### src/rtl/axi_wr_data_fifo.sv
// axi_wr_data_fifo
// Burst-aware AXI write-data (W) channel buffer. A burst command (AWLEN)
// arms a beat counter. Accepted beats are stored in a DEPTH-entry FIFO
// together with a regenerated last flag. The incoming s_wlast is not used to
// build m_wlast.
// Optional feature macro: AXI_W_LAST_CHECK_EN. When it is defined, a mismatch
// between s_wlast and the regenerated last flag sets the sticky err_wlast.
//
// Handshake rules: a transfer happens on a rising edge where valid and ready
// are both high. Once a producer raises valid, it holds the payload until that
// edge. s_wready depends only on the FSM state and FIFO fullness. It never
// depends on m_wready. cmd_ready depends only on the FSM state.
module axi_wr_data_fifo #(
    parameter int ID_MAX_WIDTH = 12,
    parameter int DATA_WIDTH   = 32,
    parameter int DEPTH        = 4,
    parameter int LEN_WIDTH    = 8
) (
    input  logic                         aclk,
    input  logic                         aresetn,
    input  logic                         cmd_valid,
    output logic                         cmd_ready,
    input  logic [LEN_WIDTH-1:0]         cmd_len,
    input  logic                         s_wvalid,
    output logic                         s_wready,
    input  logic [ID_MAX_WIDTH-1:0]      s_wid,
    input  logic [DATA_WIDTH-1:0]        s_wdata,
    input  logic [DATA_WIDTH/8-1:0]      s_wstrb,
    input  logic                         s_wlast,
    output logic                         m_wvalid,
    input  logic                         m_wready,
    output logic [ID_MAX_WIDTH-1:0]      m_wid,
    output logic [DATA_WIDTH-1:0]        m_wdata,
    output logic [DATA_WIDTH/8-1:0]      m_wstrb,
    output logic                         m_wlast,
    output logic [$clog2(DEPTH+1)-1:0]   fifo_level,
    output logic                         err_wlast,
    input  logic                         err_clr
);

    localparam int STRB_WIDTH  = DATA_WIDTH / 8;
    localparam int PTR_WIDTH   = $clog2(DEPTH);
    localparam int LVL_WIDTH   = $clog2(DEPTH + 1);
    localparam int ENTRY_WIDTH = ID_MAX_WIDTH + DATA_WIDTH + STRB_WIDTH + 1;

    typedef enum logic [0:0] {
        IDLE  = 1'b0,
        BURST = 1'b1
    } state_t;

    // The FSM state is kept in a named register so checkers can bind to it.
    state_t                  state_q, state_d;
    logic [LEN_WIDTH-1:0]    beats_left_q, beats_left_d;

    logic [ENTRY_WIDTH-1:0]  mem [DEPTH];
    logic [PTR_WIDTH-1:0]    wr_ptr, rd_ptr;
    logic [LVL_WIDTH-1:0]    level;

    logic full, empty, push, pop, gen_last;

    assign full     = (level == LVL_WIDTH'(DEPTH));
    assign empty    = (level == '0);
    assign gen_last = (beats_left_q == '0);
    assign push     = s_wvalid & s_wready;
    assign pop      = m_wvalid & m_wready;

    // FSM state and beat counter registers.
    always_ff @(posedge aclk or negedge aresetn) begin
        if (!aresetn) begin
            state_q      <= IDLE;
            beats_left_q <= '0;
        end else begin
            state_q      <= state_d;
            beats_left_q <= beats_left_d;
        end
    end

    // Next-state logic. Commands are taken only in IDLE, and beats only in
    // BURST. The burst ends on the beat where the counter reaches zero.
    always_comb begin
        state_d      = state_q;
        beats_left_d = beats_left_q;
        cmd_ready    = 1'b0;
        s_wready     = 1'b0;
        case (state_q)
            IDLE: begin
                cmd_ready = 1'b1;
                if (cmd_valid) begin
                    beats_left_d = cmd_len;
                    state_d      = BURST;
                end
            end
            BURST: begin
                s_wready = !full;
                if (s_wvalid && !full) begin
                    if (gen_last) begin
                        state_d = IDLE;
                    end else begin
                        beats_left_d = beats_left_q - LEN_WIDTH'(1);
                    end
                end
            end
            default: begin
                state_d = IDLE;
            end
        endcase
    end

    // FIFO storage. It is cleared on reset, so the head outputs read zero
    // while the FIFO is empty after reset.
    always_ff @(posedge aclk or negedge aresetn) begin
        if (!aresetn) begin
            for (int i = 0; i < DEPTH; i++) begin
                mem[i] <= '0;
            end
        end else if (push) begin
            mem[wr_ptr] <= {s_wid, s_wdata, s_wstrb, gen_last};
        end
    end

    // Pointers wrap naturally because DEPTH is a power of two. The level
    // tracks occupancy, and a simultaneous push and pop leave it unchanged.
    always_ff @(posedge aclk or negedge aresetn) begin
        if (!aresetn) begin
            wr_ptr <= '0;
            rd_ptr <= '0;
            level  <= '0;
        end else begin
            if (push) begin
                wr_ptr <= wr_ptr + PTR_WIDTH'(1);
            end
            if (pop) begin
                rd_ptr <= rd_ptr + PTR_WIDTH'(1);
            end
            case ({push, pop})
                2'b10:   level <= level + LVL_WIDTH'(1);
                2'b01:   level <= level - LVL_WIDTH'(1);
                default: level <= level;
            endcase
        end
    end

    assign m_wvalid   = !empty;
    assign fifo_level = level;
    assign {m_wid, m_wdata, m_wstrb, m_wlast} = mem[rd_ptr];

`ifdef AXI_W_LAST_CHECK_EN
    // Sticky wlast mismatch flag. A new mismatch wins over a same-cycle clear.
    always_ff @(posedge aclk or negedge aresetn) begin
        if (!aresetn) begin
            err_wlast <= 1'b0;
        end else if (push && (s_wlast != gen_last)) begin
            err_wlast <= 1'b1;
        end else if (err_clr) begin
            err_wlast <= 1'b0;
        end
    end
`else
    // Checking is disabled, so s_wlast and err_clr have no effect.
    logic unused_ok;
    assign unused_ok = &{1'b0, s_wlast, err_clr};
    assign err_wlast = 1'b0;
`endif

endmodule

### config.mk
export PLATFORM = sky130hd
export DESIGN_NAME = axi_wr_data_fifo
export DESIGN_NICKNAME = d
export VERILOG_FILES = /design/src/rtl/axi_wr_data_fifo.sv
export SDC_FILE = /design/constraint.sdc
export NUM_CORES = 1
export LEC_CHECK = 0
export ABC_CLOCK_PERIOD_IN_PS = 2450
export CAP_MARGIN = 30
export CORE_AREA = 5 5 136 138
export DETAILED_ROUTE_END_ITERATION = 12
export DIE_AREA = 0 0 141 143
export GPL_ROUTABILITY_DRIVEN = 0
export PLACE_DENSITY = 0.92
export SLEW_MARGIN = 15
export SYNTH_ARGS = -nofsm -noshare
export SYNTH_HDL_FRONTEND = slang
export SYNTH_SLANG_ARGS = --single-unit
### constraint.sdc
create_clock -name aclk -period 2.45 [get_ports aclk]
set_input_delay 0.49 -clock aclk [delete_from_list [all_inputs] [get_ports aclk]]
set_output_delay 0.49 -clock aclk [all_outputs]
set_load 0.01 [all_outputs]
Word level (Yosys, flattened, before mapping)
Cells that the tools add are included.
{ "totals": {"mem_bits_ro": 0, "in_bits": 63, "latchBits": 0, "register_bits": 212, "n_memories": 0, "ram_bits": 0} }
{ "classes": {"n_eq_ne": 6, "reduce_logical": 8, "muxes": 17, "add_sub_neg": 5, "magnitude_cmp": 3, "n_div": 0, "mul": 0, "shifts": 0, "bitwise_logic": 5} }
{ "op_table": {"columns": ["operator", "n"], "rows": [
  ["bitwise mux 196 bit", 1],
  ["two-way mux 49 bit", 3],
  ["binary-select mux 49 bit (select 2 bit)", 1],
  ["demux 49 bit (select 2 bit)", 1],
  ["two-way mux 8 bit", 3],
  ["one-hot mux 8 bit (2 select lines)", 1],
  ["logical NOT 8 bit", 1],
  ["subtractor 8 x 1 -> 8 bit (second input constant)", 1],
  ["greater-or-equal comparator 3 bit (second input constant)", 2],
  ["inverter 2 -> 3 bit", 2],
  ["one-hot mux 3 bit (2 select lines)", 1],
  ["two-way mux 1 bit", 5],
  ["adder 2 x 1 -> 2 bit (second input constant)", 2],
  ["!= test 2 bit (second input constant)", 2],
  ["adder 3 x 1 -> 3 bit (second input constant)", 1],
  ["== test 3 bit (second input constant)", 1],
  ["logical NOT 3 bit", 1],
  ["< comparator 3 x 1 -> 1 bit (second input constant)", 1],
  ["AND reduction 3 bit", 1],
  ["subtractor 3 x 1 -> 3 bit (second input constant)", 1],
  ["AND 1 bit", 2],
  ["== test 2 x 1 -> 1 bit (second input constant)", 1],
  ["== test 2 bit (second input constant)", 1],
  ["logical AND 1 bit", 2],
  ["5 further kinds", 6]
]} }

Depth between registers and ports, before layout
{ "logic_depth": {"depth_word": 6, "depth_mapped": 10, "ltp_nobuf": 9} }

Worst setup path before layout
OpenSTA, ideal clock, no wires.
{ "synth_timing": {"path_type": "flip-flop to flip-flop", "startpoint": "reg level[0] (netlist: fifo_level[0])", "endpoint": "reg level[2] (netlist: fifo_level[2])", "required_ns": 2.371, "path_stages_with_launch": 11, "path_slack_ns": 0.493, "setup_time_ns": 0.079, "t_arrival_ns": 1.878, "path_cell_list": "dfrtp_1 nor2_1 a21oi_2 buf_6 inv_4 ha_1 inv_1 fa_1 xor2_1 nor2_1 xor2_1"} }
{ "synth_via": {"elab_chain_len": 6, "word_cells_on_any_way": 13, "cone_classes": "add/sub (2); eq/ne (3); mux (2); bitwise (2); reduce/logical (4)"} }
{ "synth_lines": {"columns": ["item", "line", "source"], "rows": [
  ["start, declared", "57", "logic [LVL_WIDTH-1:0] level;"],
  ["start signal, assigned", "136", "2'b10: level <= level + LVL_WIDTH'(1);"],
  ["start signal, assigned", "137", "2'b01: level <= level - LVL_WIDTH'(1);"],
  ["start signal, assigned", "138", "default: level <= level;"],
  ["== test 3 bit", "61", "assign full = (level == LVL_WIDTH'(DEPTH));"],
  ["logical NOT 1 bit", "94", "s_wready = !full;"],
  ["two-way mux 1 bit", "85", "case (state_q)"],
  ["AND 1 bit", "64", "assign push = s_wvalid & s_wready;"],
  ["== test 2 x 1 -> 1 bit / == test 2 bit (equally long branches)", "135", "case ({push, pop})"],
  ["one-hot mux 3 bit (2 select lines) / nonzero test 2 bit (equally long branches)", null, null]
]} }
Parallel ways exist; a longest one is shown, timed or not.
A chain may end at the register's enable or synchronous reset.

Worst setup path in the final report
{ "layout_timing": {"startpoint": "reg rd_ptr[0]", "endpoint": "out m_wdata[18]"} }
{ "layout_via": {"elab_chain_len": 4} }
{ "layout_lines": {"columns": ["item", "line", "source"], "rows": [
  ["start, declared", "56", "logic [PTR_WIDTH-1:0] wr_ptr, rd_ptr;"],
  ["start signal, assigned", "133", "rd_ptr <= rd_ptr + PTR_WIDTH'(1);"],
  ["inverter 2 -> 3 bit (not written as such)", "145", "assign {m_wid, m_wdata, m_wstrb, m_wlast} = mem[rd_ptr];"],
  ["binary-select mux 49 bit (select 2 bit)", "145", null],
  ["two-way mux 49 bit (not written as such) (2 in series)", "145", null],
  ["end, declared", "33", "output logic [DATA_WIDTH-1:0] m_wdata,"]
]} }
Every way passes these cells. The select of a mux whose other input is x is not followed.

==> impl_metrics.json <==
{
  "synthFlopType": "dfrtp_1",
  "cts.sinks": 212,
  "grt_use_met1_pct": 27.5,
  "drt_iter0_drc": 224,
  "synth_cell_types": 48,
  "yosys_warnings": 0,
  "cp_max_fo": 7,
  "endpoint_kind": "primary output",
  "peakVddDrop_v": 0.00113,
  "cp-start-kind": "flop",
  "cts_buffers": 23,
  "grt_use_total_pct": 21.2,
  "coreArea_um2": 17100,
  "ys_seq_elements": 212,
  "route.detailed.drc": 0,
  "regArea_um2": 5310,
  "r2r_cells": 6,
  "power.leakage_uw": 0.00511,
  "synthesis.area_um2": 9410,
  "multi_input_area_um2": 3890,
  "dp_hpwl_mm": 12.9,
  "antenna_left": 0,
  "htreeDepth": 1,
  "ys_seq_area_share_pct": 56.4,
  "syn_area_per_cell_um2": 16.3,
  "dpl_cell_area_um2": 10900,
  "slowest_delay_ns": 0.53,
  "power_density_nw_per_um2": 1480,
  "status": "completed",
  "cp.arrival_ns": 1.92,
  "die_width_um": 141,
  "hold_path.class": "in2async",
  "clk_path_buf_depth": 3,
  "crit_cells": 4,
  "routed_wl_mm": 20.9,
  "critPathBufInv": 3,
  "antenna_found_initial": 0,
  "pin_count": 119,
  "grt_max_degree": 87,
  "io_buffer_count": 115,
  "cts_root_buffer": "clkbuf_16",
  "cp.required_ns": 1.96,
  "die-area_um2": 20200,
  "max_freq_ghz": 0.414,
  "design_area_um2": 11800,
  "fin_skew_ns": 0.00791,
  "gr-total-overflow": 0,
  "clk_latency_ns": 0.49,
  "final_util_pct": 69.0,
  "row_count": 48,
  "grt_use_met2_pct": 37.1,
  "async_reset_ff_share_pct": 100,
  "grt_busiest_layer": "met2",
  "synth_edf_count": 0,
  "grt_pass1_wl_mm": 33.9,
  "r2r_setup_slack_ns": 0.43,
  "vias": 5463,
  "cts.clk_slew.worst_paths_ns": 0.06,
  "chipHeight_um": 143,
  "drt_first_pass_iters": 4,
  "drive_above_1_share_pct": 51.0,
  "antenna_cells": 0,
  "crit_family": "multiplexers",
  "synthCells": 576,
  "n_fill_cell": 1091,
  "min_period_ns": 2.41,
  "wire_per_inst_um": 21.9,
  "rsz0062_at_grt": "yes",
  "grt_pass1_vias": 6324,
  "final_nets": 781,
  "detail_route.vias_per_cell": 5.74,
  "slowest_stage": "mux4_2",
  "use_met3_pct": 4.49,
  "cts_tree": "done",
  "area_growth_pct": 25.0,
  "hold_violations": 0,
  "drv_cap": 0,
  "setup_viol": 0,
  "fin_crit_sh_pct": 98.5,
  "maxSlewViolCount": 0,
  "synthesis.nets": 646,
  "worst-setup-path-type": "reg2out",
  "cp_cell_sequence": "buf_12, buf_16, mux4_2, buf_2",
  "start_util_pct": 55.2
}
[where the power goes]
group	total (uW)	internal, uW	switching [uW]
logic	7790	4670	3120
registers	6230	5270	964
clock network	3390	2050	1340
total	17400	12000	5420
[what timing repair did]
action	in CTS	in global routing
buffers inserted	3	2
endpoints found under the hold margin	23	0
resized for setup	214	12
pin swaps	0	0
endpoints found under the setup margin	49	12
hold buffers	1	0
gates cloned	6	0
[layer usage]
layer  up-vias  wire length, um
met5         -                0
met4         0              355
met3        30             1100
met2       137            11000
met1      2871             8460
li1       2425                -
[worst paths after layout]
kind,startpoint,end
worst max-delay path,rd_ptr[0]$_DFFE_PN0P_,m_wdata[18]
worst min register to register,mem[12]$_DFFE_PN0P_,mem[12]$_DFFE_PN0P_
worst max register to register,fifo_level[0]$_DFFE_PN0P_,fifo_level[1]$_DFFE_PN0P_
worst min-delay path,aresetn,beats_left_q[5]$_DFFE_PN0P_
min in group aclk,mem[12]$_DFFE_PN0P_,mem[12]$_DFFE_PN0P_
max in group asynchronous,aresetn,mem[176]$_DFFE_PN0P_
[registers in the layout, summed over array words and instances (netlist names)]
name,flops
beats_left_q,8
fifo_level,3
mem,196
rd_ptr,2
state_q,1
wr_ptr,2
[cell families after synthesis]
logic type      Yosys count  synth area share (%)
simple gates             37                  2.27
xor+xnor                  6                 0.558
flops                   212                  56.4
buf+inv                  45                  2.41
other cells               1                0.0398
compound gates           23                  1.87
fa+ha+maj                 7                  1.01
mux                     245                  35.5
[through the flow]
step | hold WS (ns) | TNS (ns) | cells | setup slack (ns) | power, uW
4_1_cts | 0.435 | 0 | 949 | 0.0153 | 17400
3_3_place_gp | 0.383 | 0 | 899 | 0.188 | 13500
2_1_floorplan | 0.194 | 0 | 576 | 0.493 | 10800
5_1_grt | 0.456 | -0.0998 | 951 | -0.0218 | 18400
6_report | 0.441 | 0 | 951 | 0.0358 | 17400
3_5_place_dp | 0.389 | 0 | 899 | 0.161 | 14000
[layout make-up]
class | instances | share of cell area [%]
Multi-Input combinational cell | 319 | 33.1
Clock inverter | 10 | 0.904
Clock buffer | 30 | 5.46
Timing Repair Buffer | 145 | 12.7
Sequential cell | 212 | 45.1
Tap cell | 225 | 2.39
Inverter | 10 | 0.372
[cell usage after synthesis, types with 4 or more instances]
cell,number,share of area (%)
buf_2,23,1.2
mux2_2,183,22
clkbuf_1,8,0.32
nand2_1,9,0.36
ha_1,6,0.80
dfrtp_1,212,56
nor2_1,8,0.32
mux2_4,9,1.4
mux2i_1,4,0.43
mux4_2,49,12
inv_1,9,0.36
a22o_1,4,0.37
[cell usage in the layout, fill, tap and decap left out, drive strengths merged, types with 2 or more instances in the layout]
| cell type | instances |
|---|---|
| clkbuf | 31 |
| buf | 78 |
| o311ai | 2 |
| clkdlybuf4s50 | 65 |
| clkinvlp | 2 |
| or3 | 3 |
| nand3 | 3 |
| mux2i | 4 |
| xnor2 | 3 |
| bufinv | 2 |
| mux2 | 192 |
| inv | 9 |
| ha | 6 |
| xor2 | 3 |
| nand2 | 10 |
| a21oi | 4 |
| dfrtp | 212 |
| o221ai | 2 |
| o21ai | 2 |
| a22o | 4 |
| nor2 | 9 |
| mux4 | 49 |
| clkinv | 7 |
| a22oi | 3 |
| nor3b | 2 |
| nor4 | 2 |
Note: power is estimated with default switching activity, not from simulation.
